**config.mk**
```make
export PLATFORM = sky130hd
export DESIGN_NAME = decoder
export DESIGN_NICKNAME = d
export VERILOG_FILES = /design/src/rtl/decoder_pkg.sv /design/src/rtl/decoder_fields.sv /design/src/rtl/decoder.sv
export SDC_FILE = /design/constraint.sdc
export NUM_CORES = 1
export LEC_CHECK = 0
export CAP_MARGIN = 20
export CORE_UTILIZATION = 27
export CTS_BUF_LIST = sky130_fd_sc_hd__clkbuf_16
export DETAILED_ROUTE_END_ITERATION = 6
export PLACE_DENSITY = 0.75
export SETUP_SLACK_MARGIN = 0.15
export SLEW_MARGIN = 40
export SYNTH_ARGS = -nofsm -noshare
export SYNTH_HDL_FRONTEND = slang
export SYNTH_SLANG_ARGS = --single-unit
```
**constraint.sdc**
```tcl
create_clock -name clk -period 0.8 [get_ports clk]
set_input_delay 0.16 -clock clk [delete_from_list [all_inputs] [get_ports clk]]
set_output_delay 0.16 -clock clk [all_outputs]
set_load 0.03 [all_outputs]
```
**src/rtl/decoder_pkg.sv**
```systemverilog
// Shared constants and types for the MIPS-32 instruction field decoder.
package decoder_pkg;

  localparam int unsigned OPCODE_MSB = 31;
  localparam int unsigned OPCODE_LSB = 26;
  localparam int unsigned RS_MSB     = 25;
  localparam int unsigned RS_LSB     = 21;
  localparam int unsigned RT_MSB     = 20;
  localparam int unsigned RT_LSB     = 16;
  localparam int unsigned RD_MSB     = 15;
  localparam int unsigned RD_LSB     = 11;
  localparam int unsigned SHAMT_MSB  = 10;
  localparam int unsigned SHAMT_LSB  = 6;
  localparam int unsigned FUNCT_MSB  = 5;
  localparam int unsigned FUNCT_LSB  = 0;
  localparam int unsigned ADDR_MSB   = 25;
  localparam int unsigned ADDR_LSB   = 0;
  localparam int unsigned IMM_MSB    = 15;
  localparam int unsigned IMM_LSB    = 0;

  localparam logic [5:0] OP_RTYPE = 6'h00;
  localparam logic [5:0] OP_J     = 6'h02;
  localparam logic [5:0] OP_JAL   = 6'h03;

  typedef enum logic [1:0] {
    CLASS_R = 2'd0,
    CLASS_I = 2'd1,
    CLASS_J = 2'd2
  } instr_class_t;

endpackage

```
**src/rtl/decoder_fields.sv**
```systemverilog
// Combinational field slicing and format classification of one instruction word.
// Optional build macro DECODER_FIELD_MASK_EN zeroes fields not meaningful for the format.
module decoder_fields
  import decoder_pkg::*;
(
  input  logic [31:0]  memory,
  output logic [5:0]   opcode,
  output logic [5:0]   funct,
  output logic [4:0]   rs,
  output logic [4:0]   rt,
  output logic [4:0]   rd,
  output logic [4:0]   shamt,
  output logic [25:0]  addr,
  output logic [15:0]  imm,
  output instr_class_t instr_class
);

  always_comb begin
    opcode = memory[OPCODE_MSB:OPCODE_LSB];
    rs     = memory[RS_MSB:RS_LSB];
    rt     = memory[RT_MSB:RT_LSB];
    rd     = memory[RD_MSB:RD_LSB];
    shamt  = memory[SHAMT_MSB:SHAMT_LSB];
    funct  = memory[FUNCT_MSB:FUNCT_LSB];
    addr   = memory[ADDR_MSB:ADDR_LSB];
    imm    = memory[IMM_MSB:IMM_LSB];

    // An X/Z opcode matches no item and therefore lands in I.
    case (opcode)
      OP_RTYPE:     instr_class = CLASS_R;
      OP_J, OP_JAL: instr_class = CLASS_J;
      default:      instr_class = CLASS_I;
    endcase

`ifdef DECODER_FIELD_MASK_EN
    case (instr_class)
      CLASS_R: begin
        addr = '0;
        imm  = '0;
      end
      CLASS_J: begin
        rs    = '0;
        rt    = '0;
        rd    = '0;
        shamt = '0;
        funct = '0;
        imm   = '0;
      end
      default: begin
        rd    = '0;
        shamt = '0;
        funct = '0;
        addr  = '0;
      end
    endcase
`endif
  end

endmodule

```
**src/rtl/decoder.sv**
```systemverilog
// Registered MIPS-32 instruction decoder: all fields appear one clock after capture.
// Honours DECODER_FIELD_MASK_EN through decoder_fields.
module decoder
  import decoder_pkg::*;
(
  input  logic        clk,
  input  logic        rst_n,
  input  logic [31:0] memory,
  output logic [5:0]  opcode,
  output logic [5:0]  funct,
  output logic [4:0]  rs,
  output logic [4:0]  rt,
  output logic [4:0]  rd,
  output logic [4:0]  shamt,
  output logic [25:0] addr,
  output logic [15:0] imm,
  output logic [1:0]  instr_class
);

  logic [5:0]   opcode_c;
  logic [5:0]   funct_c;
  logic [4:0]   rs_c;
  logic [4:0]   rt_c;
  logic [4:0]   rd_c;
  logic [4:0]   shamt_c;
  logic [25:0]  addr_c;
  logic [15:0]  imm_c;
  instr_class_t class_c;

  decoder_fields u_fields (
    .memory      (memory),
    .opcode      (opcode_c),
    .funct       (funct_c),
    .rs          (rs_c),
    .rt          (rt_c),
    .rd          (rd_c),
    .shamt       (shamt_c),
    .addr        (addr_c),
    .imm         (imm_c),
    .instr_class (class_c)
  );

  always_ff @(posedge clk or negedge rst_n) begin
    if (!rst_n) begin
      opcode      <= '0;
      funct       <= '0;
      rs          <= '0;
      rt          <= '0;
      rd          <= '0;
      shamt       <= '0;
      addr        <= '0;
      imm         <= '0;
      instr_class <= CLASS_R;
    end else begin
      opcode      <= opcode_c;
      funct       <= funct_c;
      rs          <= rs_c;
      rt          <= rt_c;
      rd          <= rd_c;
      shamt       <= shamt_c;
      addr        <= addr_c;
      imm         <= imm_c;
      instr_class <= class_c;
    end
  end

endmodule

```
==> metrics.txt <==
status finished, violations left; failing checks negative setup slack; post-synth top area share 71.3%; final period utilization 126%; H-tree depth 2; Pwr Total 4.64 mW; Synth Area per Inst 14.9 um^2; most frequent cells in the layout 57 x buf_6, 29 x clkdlybuf4s50_1, 26 x dfrtp_2; Arr. time, crit path 0.85 ns; most common library cell in the layout ignoring fill and taps buf_6; dpl cells 198; crit end category output port; Vias 825; row cnt 23; worst slew pin tran 0.226 ns; Synth Instances 80; Post-Syn Nets 114; power per cell area 2050 mW/mm^2; gr ovfl total 0; final worst slack -0.211 ns; setup violators final 76; final WL 3090 um; sequential area share after synthesis 71.3%; worst min-delay path category in2reg; synthesized area 0.00119 mm^2; Slew Viols, Final 0; Slew headroom 84.8%; io pins 110; Setup crit start kind flip-flop; WHS Path Cells 1; largest cells by area after synthesis dfrtp_1 71%, buf_4 26%, nor4_2 1.0%, and2_1 0.52%, o21ai_0 0.42%; setup repair after global routing missed its margin yes; Lkg Pwr 1.04 nW; Yosys reg bits 34; Top Usage Layer GRT met2; Fmax achieved 989 MHz; Worst Setup Path Type reg2out; DRC errors left 0; Antenna Nets Post-Route 0; Layout area overhead 89.5%; Util after Layout 55.0%; TritonCTS clock tree yes; CP Cell Sequence buf_4; Yosys cell types 6; vias in the first global route 811; 1st-iter DRT viols 25; routed len/inst 15.0 um; Final Critical Period 1.01 ns; Final Hold Viols 0; total track usage 12.2%; max incr delay on CP 0.42 ns; non-filler cells, final 206; clk slew on worst S/H paths 0.05 ns; Starting Density 29.0%; Synth area leader dfrtp_1; CP bufs+invs 1; clk root buf clkbuf_16; layout cells sized above 1 70.5%; Num CTS Buffers 5; total of max-cap violations 0; crit-path max FO 3; WP data required 0.64 ns; Post-Layout Inst Area 0.00226 mm^2; CP delay by family, top flip-flops; die height 68.5 um; n_diodes 0; Die X 68.5 um; met3 Use GR 7.24%; routability cong. 0.601; hold path startpoint memory[28]; synth warn 0; Post-DP Area 0.00192 mm^2; Die ar. 0.00469 mm^2; Peak VDD IR 1.06 mV; Clock Sinks 34; drt first pass iters 2; number of I/O port buffers 109; initial antenna violation count 0; largest net degree at the start of global routing 35; GR Layer Usage met2 23.5%; CTS max path bufs 2; vias per cell 4.00; Worst path slowest cell dfrtp_2; Post-Place Setup Slack -0.375 ns; nets 189; first-pass GRT wire length 3910 um; Post-CTS Hold Fix Bufs 0; hold path endpoint opcode[2]; core area 0.00412 mm^2; routing usage on met1 9.47%; post-DP HPWL 2240 um
==> how the worst max path moves through the flow <==
| stage | start | to | slack (ns) | cells after the start |
|---|---|---|---|---|
| 6_report | addr[1] | addr[1] | -0.21 | 1 |
| 5_1_grt | addr[11] | rd[0] | -0.24 | 1 |
| 4_1_cts | addr[8] | shamt[2] | -0.22 | 1 |
| 3_5_place_dp | memory[31] | instr_class[0] | -0.37 | 3 |
| 3_3_place_gp | memory[31] | instr_class[0] | -0.31 | 3 |
| 2_1_floorplan | addr[0] | funct[0] | 0.008 | 1 |
==> sequential cells by signal, summed over array words and instances, names as in the netlist <==
name         cells
addr            26
opcode           6
instr_class      2
==> logic make-up (layout without fill, tap and decap cells) <==
logic type	count (synthesis)	in the layout	share of synthesized area (%)
buf+inv	43	119	26.7
flops	34	34	71.3
simple gates	2	2	1.57
compound gates	1	1	0.419
==> metrics by stage <==
stage | hold slack, ns | TNS [ns]
final | 0.0442 | -14.48
after global routing | 0.0393 | -16.42
after CTS | 0.149 | -15.33
after detailed placement | 0.549 | -0.708
after global placement | 0.546 | -0.588
after floorplan | -0.136 | 0
==> synthesized netlist by cell type <==
master   number
o21ai_0       1
dfrtp_1      34
inv_1         1
nor4_2        1
and2_1        1
buf_4        42
==> report_power, final <==
part           leakage, nW  internal [mW]  total, mW  switching (mW)
Sequential           0.370           1.82       1.91          0.0874
Combinational        0.597          0.486       1.03           0.545
Clock               0.0738           1.11       1.70           0.591
==> cell type report <==
class                           count  area (um^2)
Inverter                            1         3.75
Clock buffer                        5          125
Multi-Input combinational cell      3         23.8
Clock inverter                      3         11.3
Sequential cell                    34          883
Tap cell                           50         62.6
Timing Repair Buffer              110         1150
Fill cell                         347         1850
==> repair_timing <==
action,in CTS,in global routing
pin swaps,1,1
hold endpoints to repair,0,0
endpoints found under the setup margin,78,78
setup buffers,0,0
gates resized for setup,45,20
==> per-layer routing <==
metal  part of all wire, %  wire length [um]
met1                    27               841
met2                    55              1710
met3                    17               514
met4                  0.78                24
met5                     0                 0
No activity file was read; power rests on OpenSTA's default activity.
==> edit (same flow settings) <==
Take the reset off `addr` and load it in a clocked block of its own.
--- a/src/rtl/decoder.sv
+++ b/src/rtl/decoder.sv
@@ -48,7 +48,6 @@
       rt          <= '0;
       rd          <= '0;
       shamt       <= '0;
-      addr        <= '0;
       imm         <= '0;
       instr_class <= CLASS_R;
     end else begin
@@ -58,11 +57,14 @@
       rt          <= rt_c;
       rd          <= rd_c;
       shamt       <= shamt_c;
-      addr        <= addr_c;
       imm         <= imm_c;
       instr_class <= class_c;
     end
   end
 
+  always_ff @(posedge clk) begin
+    addr <= addr_c;
+  end
+
 endmodule
 
Check against the original RTL: not equivalent (a bounded check fails within 4 cycles, from zero or initial values and one cycle with rst_n low).
==> edit against the original RTL <==
The flow still finishes with violations (setup timing); die area is 26% higher; sequential cell count is 26 higher; routed wire length is 1.7% higher; sequential share of layout area is 7.4 points higher; clock power is 140% higher; non-clock buffer count is 1 higher; area after synthesis is 27% higher; design area is 36% higher; critical path type unchanged; worst setup slack worse by 0.023 ns; total power is 83% higher.
==> edit: results (changes against the original RTL) <==
Run status
  – Status: finished, violations left (unchanged)
  – Violated checks: setup timing (unchanged)

Layout
  – Top flop regs: addr: 26 flops, imm: 16 flops, opcode: 6 flops (was addr: 26 flops, opcode: 6 flops, instr_class: 2 flops)
  – Filler cells: 419 (was 347)
  – Net count, final: 220 (was 189)

Yosys
  – Post-synth top cells: dfrtp_1 (34), dfxtp_1 (26), buf_4 (16) (was buf_4 (42), dfrtp_1 (34))
  – Distinct cells, synth: 7 (was 6)
  – Async SR Flop Fraction: 56.7% (was 100%)
  – Sequential-to-total area share from yosys stat: 90.3% (was 71.3%)
  – Largest cells by area after synthesis: dfrtp_1 (56%), dfxtp_1 (34%), buf_4 (7.9%) (was dfrtp_1 (71%), buf_4 (26%), nor4_2 (1.0%))

Placed design
  – Placed cells: 244 (was 198)
  – RD Place Congestion: 0.670 (was 0.601)
  – Place WS: -0.372 ns (was -0.375 ns)
  – Placed cell area: 0.00242 sq mm (was 0.00192 sq mm)

Routing
  – Met1 Routed Length: 1060 um (was 841 um)
  – Via count: 969 (was 825)
  – Met3 wire len: 277 um (was 514 um)
  – WL final: 3150 um (was 3090 um)
  – DR iter-0 viols: 16 (was 25)
  – WL/cell: 12.0 um (was 15.0 um)
  – DR top layer: met4 (unchanged)
  – WL met2: 1800 um (was 1710 um)

Timing
  – Worst hold margin: 0.0813 ns (was 0.0442 ns)
  – Final worst slack: -0.234 ns (was -0.211 ns)
  – Setup violators final: 76 (unchanged)
  – Least-Margin Pin Slew: 0.229 ns (was 0.226 ns)
  – TNS Setup: -12.94 ns (was -14.48 ns)

Power
  – P per Cell Area: 2770 mW/mm^2 (was 2050 mW/mm^2)
  – NetSw: 1.78 mW (was 1.22 mW)
  – Peak supply drop: 1.72 mV (was 1.06 mV)
  – Seq pwr share: 38.7% (was 41.1%)
  – Static Leakage: 1.38 nW (was 1.04 nW)
  – Final Power: 8.48 mW (was 4.64 mW)
  – Combinational share of power: 12.5% (was 22.2%)

Critical path
  – Worst-path fanout max: 2 (was 3)
  – Crit path launch: imm[3] (was addr[1])
  – Worst setup path end: funct[3] (was addr[1])
  – Crit path DAT: 0.87 ns (was 0.85 ns)

Worst hold path
  – Hold path endpoint: opcode[5] (was opcode[2])
  – Min-delay src: memory[31] (was memory[28])

Global routing
  – GR Util met2: 20.8% (was 23.5%)
  – Met1 Use GR: 11.0% (was 9.47%)
  – Vias in the first global route: 1057 (was 811)
  – Global-route wire length before repair: 5070 um (was 3910 um)
  – Met3 Use GR: 4.88% (was 7.24%)
  – Total GRT Usage: 11.6% (was 12.2%)

Clock tree
  – CTS Buf Count: 9 (was 5)
  – # H-tree levels: 3 (was 2)
  – Root buf cell: clkbuf_16 (unchanged)
  – Setup Buffers After CTS: 0 (unchanged)
-- edit: cell types whose count changed in the layout (fill, tap and decap cells not counted), sizes merged --
cell           delta
dlygate4sd3       +1
clkdlybuf4s15     +1
clkinv            +1
bufinv            +3
buf               +1
dfxtp            +26
clkdlybuf4s50     -1
clkbuf            +3
-- edit: layout make-up --
| class | instances | share of cell area (%) |
|---|---|---|
| timing repair buffer | 111 | 38.9 |
| tap | 70 | 2.86 |
| inverter | 1 | 0.122 |
| sequential | 60 | 46.4 |
| multi-input combinational | 3 | 0.776 |
| clock inverter | 7 | 3.51 |
| clock buffer | 9 | 7.35 |
-- edit: kinds of logic (layout without fill, tap and decap cells) --
logic type,Yosys count,in the layout,synth area share (%)
compound gates,1,1,0.329
buf+inv,17,128,8.15
flops,60,60,90.3
simple gates,2,2,1.24
-- edit: what timing repair did --
item	4_1_cts	5_1_grt
hold buffers	1	0
hold endpoints to repair	34	0
resized for setup	97	8
setup endpoints to repair	78	78
gates cloned	0	0
pin swaps	1	1
